--- src/rtl/spc700_seq_ctrl_pkg.sv ---
// Shared definitions for the SPC700 instruction-cycle sequencer.
//
// Contents:
//   SEQ_*        2-bit stateCtrl encodings carried by each microinstruction
//   OP_*         opcodes that get special sequencing
//                (MUL/DIV extension loops, SLEEP/STOP halt)
//   SpcSeqSt_e   top-level sequencer phase
//   helpers      opcode classification used by the sequencer decode
package spc700_seq_ctrl_pkg;

  localparam logic [1:0] SEQ_NEXT = 2'b00;
  localparam logic [1:0] SEQ_END  = 2'b01;
  localparam logic [1:0] SEQ_COND = 2'b10;
  localparam logic [1:0] SEQ_LOOP = 2'b11;

  localparam logic [7:0] OP_MUL   = 8'hCF;
  localparam logic [7:0] OP_DIV   = 8'h9E;
  localparam logic [7:0] OP_SLEEP = 8'hEF;
  localparam logic [7:0] OP_STOP  = 8'hFF;

  typedef enum logic [1:0] {
    SEQ_FETCH,
    SEQ_EXEC,
    SEQ_EXT,
    SEQ_HALT
  } SpcSeqSt_e;

  // SLEEP and STOP both freeze the core once their final cycle completes.
  function automatic logic is_halt_op(input logic [7:0] op);
    return (op == OP_SLEEP) || (op == OP_STOP);
  endfunction

  // Only MUL and DIV own microcode extension rows; LOOP elsewhere degrades to NEXT.
  function automatic logic is_loop_op(input logic [7:0] op);
    return (op == OP_MUL) || (op == OP_DIV);
  endfunction

endpackage

--- src/rtl/spc700_seq_ctrl.sv ---
// SPC700 instruction-cycle sequencer.
//
// Owns the instruction register and the 4-bit microcode step that together
// address the microcode ROM ({ir, state[2:0]}, state[3] selects the MUL/DIV
// extension rows). Each enabled cycle it either fetches an opcode or decodes
// the current microinstruction's stateCtrl field (advance, end, conditional,
// loop). MUL/DIV iteration cycles are counted here, and SLEEP/STOP latch a
// halt that only reset clears.
//
// Ports:
//   clk          core clock
//   rst          asynchronous active-high reset
//   en           bus-cycle enable; every register holds while low
//   state_ctrl   stateCtrl of the current microinstruction
//   branch_taken condition result, used only for COND
//   dbus_in      data bus; opcode byte on fetch cycles
//   ir           instruction register
//   state        microcode step
//   ir_load      current cycle is an opcode fetch
//   loop_cnt     extension-cycle index, 0 outside loops
//   halted       SLEEP/STOP executed, core frozen
//   seq_err      sticky flag: advance requested at step 7
module spc700_seq_ctrl #(
  parameter int MUL_LOOP = 6,
  parameter int DIV_LOOP = 9
) (
  input  logic       clk,
  input  logic       rst,
  input  logic       en,
  input  logic [1:0] state_ctrl,
  input  logic       branch_taken,
  input  logic [7:0] dbus_in,
  output logic [7:0] ir,
  output logic [3:0] state,
  output logic       ir_load,
  output logic [3:0] loop_cnt,
  output logic       halted,
  output logic       seq_err
);

  import spc700_seq_ctrl_pkg::*;

  localparam logic [3:0] MUL_LAST = 4'(MUL_LOOP - 1);
  localparam logic [3:0] DIV_LAST = 4'(DIV_LOOP - 1);

  SpcSeqSt_e  seq_st, seq_st_n;
  logic [7:0] ir_n;
  logic [3:0] state_n;
  logic [3:0] loop_cnt_n;
  logic [2:0] ret, ret_n;
  logic       seq_err_n;

  logic [1:0] ctrl_eff;
  logic [3:0] loop_last;
  logic [3:0] cnt_inc;

  // Fetch and halt are phases of the sequencer rather than separate flops,
  // so they can never disagree with the phase register.
  assign ir_load = (seq_st == SEQ_FETCH);
  assign halted  = (seq_st == SEQ_HALT);

  assign loop_last = (ir == OP_DIV) ? DIV_LAST : MUL_LAST;
  assign cnt_inc   = loop_cnt + 4'd1;

  // Reduce COND and illegal LOOP to the plain action they stand for, so the
  // execute decode below only has to handle NEXT, END and a genuine LOOP.
  always_comb begin
    ctrl_eff = state_ctrl;
    if (state_ctrl == SEQ_COND) begin
      ctrl_eff = branch_taken ? SEQ_NEXT : SEQ_END;
    end else if (state_ctrl == SEQ_LOOP && !is_loop_op(ir)) begin
      ctrl_eff = SEQ_NEXT;
    end
  end

  // Next-state logic. Everything holds by default; halt holds forever.
  // Inside an extension loop stateCtrl is ignored and only the counter runs.
  always_comb begin
    seq_st_n   = seq_st;
    ir_n       = ir;
    state_n    = state;
    loop_cnt_n = loop_cnt;
    ret_n      = ret;
    seq_err_n  = seq_err;

    case (seq_st)
      SEQ_FETCH: begin
        ir_n     = dbus_in;
        state_n  = 4'd1;
        seq_st_n = SEQ_EXEC;
      end

      SEQ_EXT: begin
        if (loop_cnt == loop_last) begin
          state_n    = {1'b0, ret};
          loop_cnt_n = 4'd0;
          seq_st_n   = SEQ_EXEC;
        end else begin
          loop_cnt_n = cnt_inc;
          // DIV walks extension rows 8..B; MUL sits on row 8.
          if (ir == OP_DIV) begin
            state_n = {2'b10, cnt_inc[1:0]};
          end
        end
      end

      SEQ_EXEC: begin
        case (ctrl_eff)
          SEQ_END: begin
            state_n  = 4'd0;
            seq_st_n = is_halt_op(ir) ? SEQ_HALT : SEQ_FETCH;
          end
          SEQ_LOOP: begin
            ret_n      = state[2:0] + 3'd1;
            state_n    = 4'b1000;
            loop_cnt_n = 4'd0;
            seq_st_n   = SEQ_EXT;
          end
          default: begin
            // Step 7 is the last row of an instruction; advancing past it
            // would alias into the next opcode's rows, so hold and flag.
            if (state[2:0] == 3'd7) begin
              seq_err_n = 1'b1;
            end else begin
              state_n = state + 4'd1;
            end
          end
        endcase
      end

      default: begin
      end
    endcase
  end

  // State register; en low freezes the whole sequencer including the loop count.
  always_ff @(posedge clk or posedge rst) begin
    if (rst) begin
      seq_st   <= SEQ_FETCH;
      ir       <= 8'h00;
      state    <= 4'd0;
      loop_cnt <= 4'd0;
      ret      <= 3'd0;
      seq_err  <= 1'b0;
    end else if (en) begin
      seq_st   <= seq_st_n;
      ir       <= ir_n;
      state    <= state_n;
      loop_cnt <= loop_cnt_n;
      ret      <= ret_n;
      seq_err  <= seq_err_n;
    end
  end

endmodule

--- config.mk ---
export PLATFORM = sky130hd
export DESIGN_NAME = spc700_seq_ctrl
export DESIGN_NICKNAME = d
export VERILOG_FILES = /design/src/rtl/spc700_seq_ctrl_pkg.sv /design/src/rtl/spc700_seq_ctrl.sv
export SDC_FILE = /design/constraint.sdc
export NUM_CORES = 1
export LEC_CHECK = 0
export ABC_AREA = 1
export CORE_MARGIN = 4
export CORE_UTILIZATION = 55
export CTS_BUF_LIST = sky130_fd_sc_hd__clkbuf_4 sky130_fd_sc_hd__clkbuf_8
export DETAILED_ROUTE_END_ITERATION = 10
export GPL_TIMING_DRIVEN = 0
export HOLD_SLACK_MARGIN = 0.15
export PLACE_DENSITY_LB_ADDON = 0.12
export SETUP_SLACK_MARGIN = 0.5
export SKIP_CTS_REPAIR_TIMING = 1
export SYNTH_ARGS = -nofsm -noshare
export SYNTH_HDL_FRONTEND = slang
export SYNTH_SLANG_ARGS = --single-unit
export TNS_END_PERCENT = 30
--- constraint.sdc ---
create_clock -name clk -period 3.7 [get_ports clk]
set_clock_uncertainty 0.15 [all_clocks]
set_input_delay 0.74 -clock clk [delete_from_list [all_inputs] [get_ports clk]]
set_output_delay 0.74 -clock clk [all_outputs]
set_load 0.05 [all_outputs]
==> results of run 1 <==
[synth_stat cells, types with 2 or more instances]
library cell   n  area (sq um)
nand2_1       38           143
dfrtp_1       22           551
inv_1         19          71.3
nand3_1       15          75.1
a21oi_1       10          50.1
nor2_1        10          37.5
nand2_2        8          50.1
ha_1           7          87.6
mux2_2         4          45.0
nand4_1        4          25.0
nor2_2         4          25.0
buf_2          2          10.0
inv_2          2          7.51
nand2_4        2          22.5
nand3_2        2          20.0
o21ai_0        2          10.0
o21ai_1        2          10.0
o21bai_1       2          15.0
o22ai_1        2          12.5
[final cells by class]
cell class                 count  area [sq um]
multi-input combinational    118           709
fill                         172           536
clock buffer                   4          36.3
timing repair buffer          32           320
sequential                    22           551
inverter                      21          78.8
tap                           28          35.0
buffer                         2          10.0
[cell usage in the layout (no fill, tap or decap)]
cell / netlist / routed
clkbuf_8: 0 / 1
nand3_2: 2 / 2
o22ai_1: 2 / 2
o211ai_1: 1 / 1
nand3_4: 1 / 1
inv_1: 19 / 19
nand2_2: 8 / 8
clkdlybuf4s50_1: 0 / 32
inv_2: 2 / 2
clkbuf_4: 0 / 3
o21ai_0: 2 / 2
o21bai_1: 2 / 2
nand2_4: 2 / 2
nand4_1: 4 / 4
buf_2: 2 / 2
xnor2_1: 1 / 1
nor2_1: 10 / 10
nand2_1: 38 / 38
o21bai_4: 1 / 1
mux2_2: 4 / 4
a21oi_1: 10 / 10
nand4_4: 1 / 1
a22oi_1: 1 / 1
dfrtp_1: 22 / 22
o21ai_1: 2 / 2
nand3_1: 15 / 15
nor2_2: 4 / 4
ha_1: 7 / 7
[metal layers]
layer / track usage (%) / vias to the layer above / wire [um]
met1: 26.1 / 574 / 1440
met4: 6.62 / 0 / 58
met3: 3.17 / 6 / 98
met2: 36.1 / 31 / 1620
li1: - / 604 / -
met5: 0 / - / 0
[power by group through the flow]
stage                     registers [mW]  logic [mW]  clock network [mW]
after floorplan                    0.245     0.00828                   0
final                              0.240      0.0253               0.137
after CTS                          0.240      0.0256               0.138
after global placement             0.245      0.0246                   0
after detailed placement           0.245      0.0256                   0
after global routing               0.241      0.0275               0.152
[state kept, by name, summed over array words and instances, names as in the netlist]
signal    flops
state         4
seq_st        2
ir            8
ret           3
loop_cnt      4
seq_err       1
[worst max-delay path, delay by kind of cell, from the launching register on]
family,cells,cell delay (ps)
buffers and inverters,2,920
flip-flops,1,430
adder cells (fa/ha/maj),1,190
[per-stage QoR]
stage	hold slack, ps	power (mW)	util, %	cells
2_1_floorplan	299	0.253	-	163
3_3_place_gp	312	0.270	74.9	223
3_5_place_dp	324	0.271	74.9	223
4_1_cts	355	0.404	76.5	227
5_1_grt	378	0.421	76.5	227
6_report	353	0.402	76.5	227
[kinds of logic (layout without fill, tap and decap cells)]
kind of cell / after synthesis / in the layout
adder cells (fa/ha/maj): 7 / 7
buffers and inverters: 23 / 59
XOR/XNOR: 1 / 1
multiplexers: 4 / 4
AND/OR/NAND/NOR: 85 / 85
flip-flops: 22 / 22
AO/OA/AOI/OAI: 21 / 21
[final timing paths]
path | startpoint | endpoint | slack (ps) | cells after the start
min in group asynchronous | rst | loop_cnt[3]$_DFFE_PP0P_ | 740 | 2
worst max register to register | seq_st[1]$_DFFE_PP0P_ | loop_cnt[2]$_DFFE_PP0P_ | 1950 | 8
worst min register to register | ret[0]$_DFFE_PP0P_ | ret[0]$_DFFE_PP0P_ | 350 | 2
max in group asynchronous | rst | ir[7]$_DFFE_PP0P_ | 2130 | 2
worst max-delay path | seq_st[0]$_DFFE_PP0P_ | ir_load | 960 | 3
worst min-delay path | ret[0]$_DFFE_PP0P_ | ret[0]$_DFFE_PP0P_ | 350 | 2
==> impl_metrics.toml, run 1 <==
[critical_path]
cp.required_ps = 2810
slowest_delay_ps = 810
crit_type = "reg2out"
worstPathMaxFanout = 3
startpoint_type = "flip-flop"
crit_chain = "inv_1, ha_1, clkdlybuf4s50_1"
cp-end-kind = "primary output"
critPathSlowestCell = "clkdlybuf4s50_1"
crit_arrival_ps = 1850

[die]
die_x_um = 57.5
ios = 33
rows = 17
core_area_sq_um = 2280
start_util_pct = 59.3
die-area_sq_um = 3310
die_h_um = 57.5

[logic_synthesis]
synth_top_family_by_area = "simple AND/OR/NAND/NOR gates"
synth.net_count = 184
synth_xor_area_share_pct = 0.649
async_flop_share_pct = 100
synth_seq_cells = 22
yosysSeqAreaShare_pct = 40.8
synth_cell_type_count = 25
ys_warn_count = 0
synth_flop_cell = "dfrtp_1"
avgSynthCellArea_sq_um = 8.27
synthAdderAreaFrac_pct = 6.49
synth_simple_gate_area_share_pct = 32.4
synth_cells = 163
synthMuxAreaShare_pct = 3.34
synth-compound-area-share_pct = 9.74
synth_edf_count = 0
synth_area_sq_um = 1350

[power_and_ir_drop]
power.switching_mw = 0.0883
combPwrFrac_pct = 6.3
leakage_nw = 0.837
p_per_area_nw_per_um2 = 231
switching_share_pct = 21.9
p_int_mw = 0.314
ir_worst_vdd_mv = 0.191
power.share.clock_pct = 34.0
seq_power_share_pct = 59.8

[global_route]
grt_max_degree = 23
grt_pass1_vias = 1261
grt_usage_pct = 20.7
antenna_found_initial = 0
grt-ovfl-total = 0
grt_pass1_wl_um = 5440

[finish]
drive_gt1_share_pct = 15.6
design_area_sq_um = 1740
n_antenna_cell = 0
final_nets = 221
area_growth_pct = 29.0

[routing]
antenna_left = 0
wl_per_cell_um = 14.1
wirelength_um = 3210
via_per_inst = 5.35
dr.pass1.iters = 4
vias = 1215
drt_iter0_drc = 33
drc = 0

[cts]
cts_htree_levels = 1
cts_tree = "yes"
root_buffer = "clkbuf_4"
clockBufferDepth = 2
cts.sinks = 22
clk_latency_ps = 310
cts_buffers = 3
clk_pin_slew_ps = 130

[placement]
post-place-ws_ps = 1330
gp_congestion = 0.830
dp_hpwl_um = 2540
placed_area_sq_um = 1700
io_buffer_count = 32

[status]
status = "finished, final reports clean"

[sta]
maxSlewViolCount = 0
min_period_ps = 2740
grt_setup_unrepaired = "false"
max_freq_mhz = 365
post-route-period-util_pct = 74.1
tns_ps = 0
setup_viol = 0
relSlewSlack_pct = 42.2
hold_violations = 0
setup_slack_ps = 960
worstMarginPinSlew_ps = 865

[hold_path]
hp-class = "reg2reg"

[flow_run]
maxCapViolCount = 0
Note: power is estimated with default switching activity, not from simulation.
==> run 2: changes to the inputs <==
Settings changed: CORE_UTILIZATION 55 to 46.
Clock period 3.7 ns to 2.2 ns, I/O delays scaled along.
==> run 2 against run 1 <==
Against the previous run: global-route usage is 3.9 points lower; highest routed layer unchanged; critical path type unchanged; combinational power up 67%; non-clock buffer count unchanged; total power rose by 67%.
==> impl_metrics.toml, run 2 (synthesis results as in run 1) <==
[routing]
via_per_inst = 5.10
wirelength_um = 3040
wl_per_cell_um = 13.2
dr.pass1.iters = 4
drc = 0
antenna_left = 0
vias = 1172
drt_iter0_drc = 56

[global_route]
grt_pass1_vias = 1213
grt-ovfl-total = 0
antenna_found_initial = 0
grt_pass1_wl_um = 5510
grt_usage_pct = 16.8
grt_max_degree = 23
top_usage_layer = "met2"
gr-usage-met1_pct = 23.6
gr-usage-met2_pct = 26.4
grt_use_met3_pct = 2.88

[critical_path]
crit_start = "seq_st[0]$_DFFE_PP0P_"
slowest_delay_ps = 430
critPathSlowestCell = "dfrtp_1"
worstPathMaxFanout = 3
cp-end-kind = "primary output"
cp.required_ps = 1610
startpoint_type = "flip-flop"
crit_arrival_ps = 1170
regToRegStartpoint = "seq_st[0]$_DFFE_PP0P_"
crit_type = "reg2out"
crit_chain = "inv_2, ha_2, buf_6"

[cts]
cts_tree = "yes"
clk_pin_slew_ps = 130
clockBufferDepth = 2
cts_htree_levels = 1
cts.sinks = 22
clk_latency_ps = 310
cts_buffers = 3
root_buffer = "clkbuf_4"

[die]
die_h_um = 62.2
die_x_um = 62.2
start_util_pct = 48.5
ios = 33
core_area_sq_um = 2780
die-area_sq_um = 3860
rows = 19

[finish]
largest_reg_flops = 8
top_register = "ir"
final_nets = 221
drive_gt1_share_pct = 24.1
layout_commonest_cell = "nand2_1"
fillers = 250
top_regs = "ir (8), loop_cnt (4), state (4)"
final_cell_mix = "38 x nand2_1, 19 x dfrtp_1, 16 x inv_1"
n_antenna_cell = 0
area_growth_pct = 30.5

[sta]
max_freq_mhz = 568
tns_ps = 0
maxSlewViolCount = 0
hold_violations = 0
holdWs_ps = 354
relSlewSlack_pct = 45.7
post-route-period-util_pct = 80.0
min_period_ps = 1760
setup_viol = 0
worstMarginPinSlew_ps = 814
grt_setup_unrepaired = "true"

[hold_path]
min_from = "seq_err$_DFFE_PP0P_"
hp-class = "reg2reg"

[status]
status = "finished, final reports clean"

[power_and_ir_drop]
leakage_nw = 0.961
p_per_area_nw_per_um2 = 382
ir_worst_vdd_mv = 0.293

[placement]
gp_congestion = 0.837
dp_hpwl_um = 2440
io_buffer_count = 32

[flow_run]
maxCapViolCount = 0
[run 2: routing by layer]
layer | vias to the layer above | share of wire [%]
li1 | 604 | -
met1 | 547 | 46
met2 | 19 | 50
met3 | 2 | 3.3
met4 | 0 | 0.69
met5 | - | 0
[run 2: layout make-up]
| class | count | area, sq um | share of cell area [%] |
|---|---|---|---|
| plain buffers | 2 | 12.5 | 0.711 |
| clock buffers | 4 | 36.3 | 2.06 |
| inverters | 21 | 78.8 | 4.48 |
| multi-input cells | 118 | 717 | 40.7 |
| flip-flops and latches | 22 | 554 | 31.5 |
| well taps | 31 | 38.8 | 2.20 |
| repair buffers | 32 | 323 | 18.3 |
[run 2: worst paths after layout]
kind	endpoint	slack (ps)	cells past startpoint
worst max-delay path	ir_load	440	3
worst min-delay path	seq_err$_DFFE_PP0P_	350	1
worst max register to register	ir[2]$_DFFE_PP0P_	560	5
worst min register to register	seq_err$_DFFE_PP0P_	350	1
max in group asynchronous	loop_cnt[2]$_DFFE_PP0P_	930	2
min in group asynchronous	loop_cnt[0]$_DFFE_PP0P_	420	2
[run 2: per-stage QoR]
| step | setup WS [ps] | area, sq um | utilization [%] | std cells | total power [mW] |
|---|---|---|---|---|---|
| 2_1_floorplan | 414 | 1350 | - | 163 | 0.426 |
| 3_3_place_gp | 151 | 1710 | 61.5 | 226 | 0.454 |
| 3_5_place_dp | 129 | 1710 | 61.5 | 226 | 0.455 |
| 4_1_cts | -224 | 1750 | 62.8 | 230 | 0.674 |
| 5_1_grt | 377 | 1760 | 63.3 | 230 | 0.705 |
| 6_report | 440 | 1760 | 63.3 | 230 | 0.672 |
[run 2: report_power, final]
group	internal [mW]	switching [mW]	total, mW	leakage, nW
clock network	0.101	0.125	0.226	0.0210
registers	0.404	0	0.404	0.253
logic	0.0230	0.0193	0.0423	0.687
[run 2: worst max-delay path, delay by kind of cell (launching register included)]
family | cells | cell delay, ps
buffers and inverters | 2 | 250
adders and majority gates | 1 | 190
DFF | 1 | 430
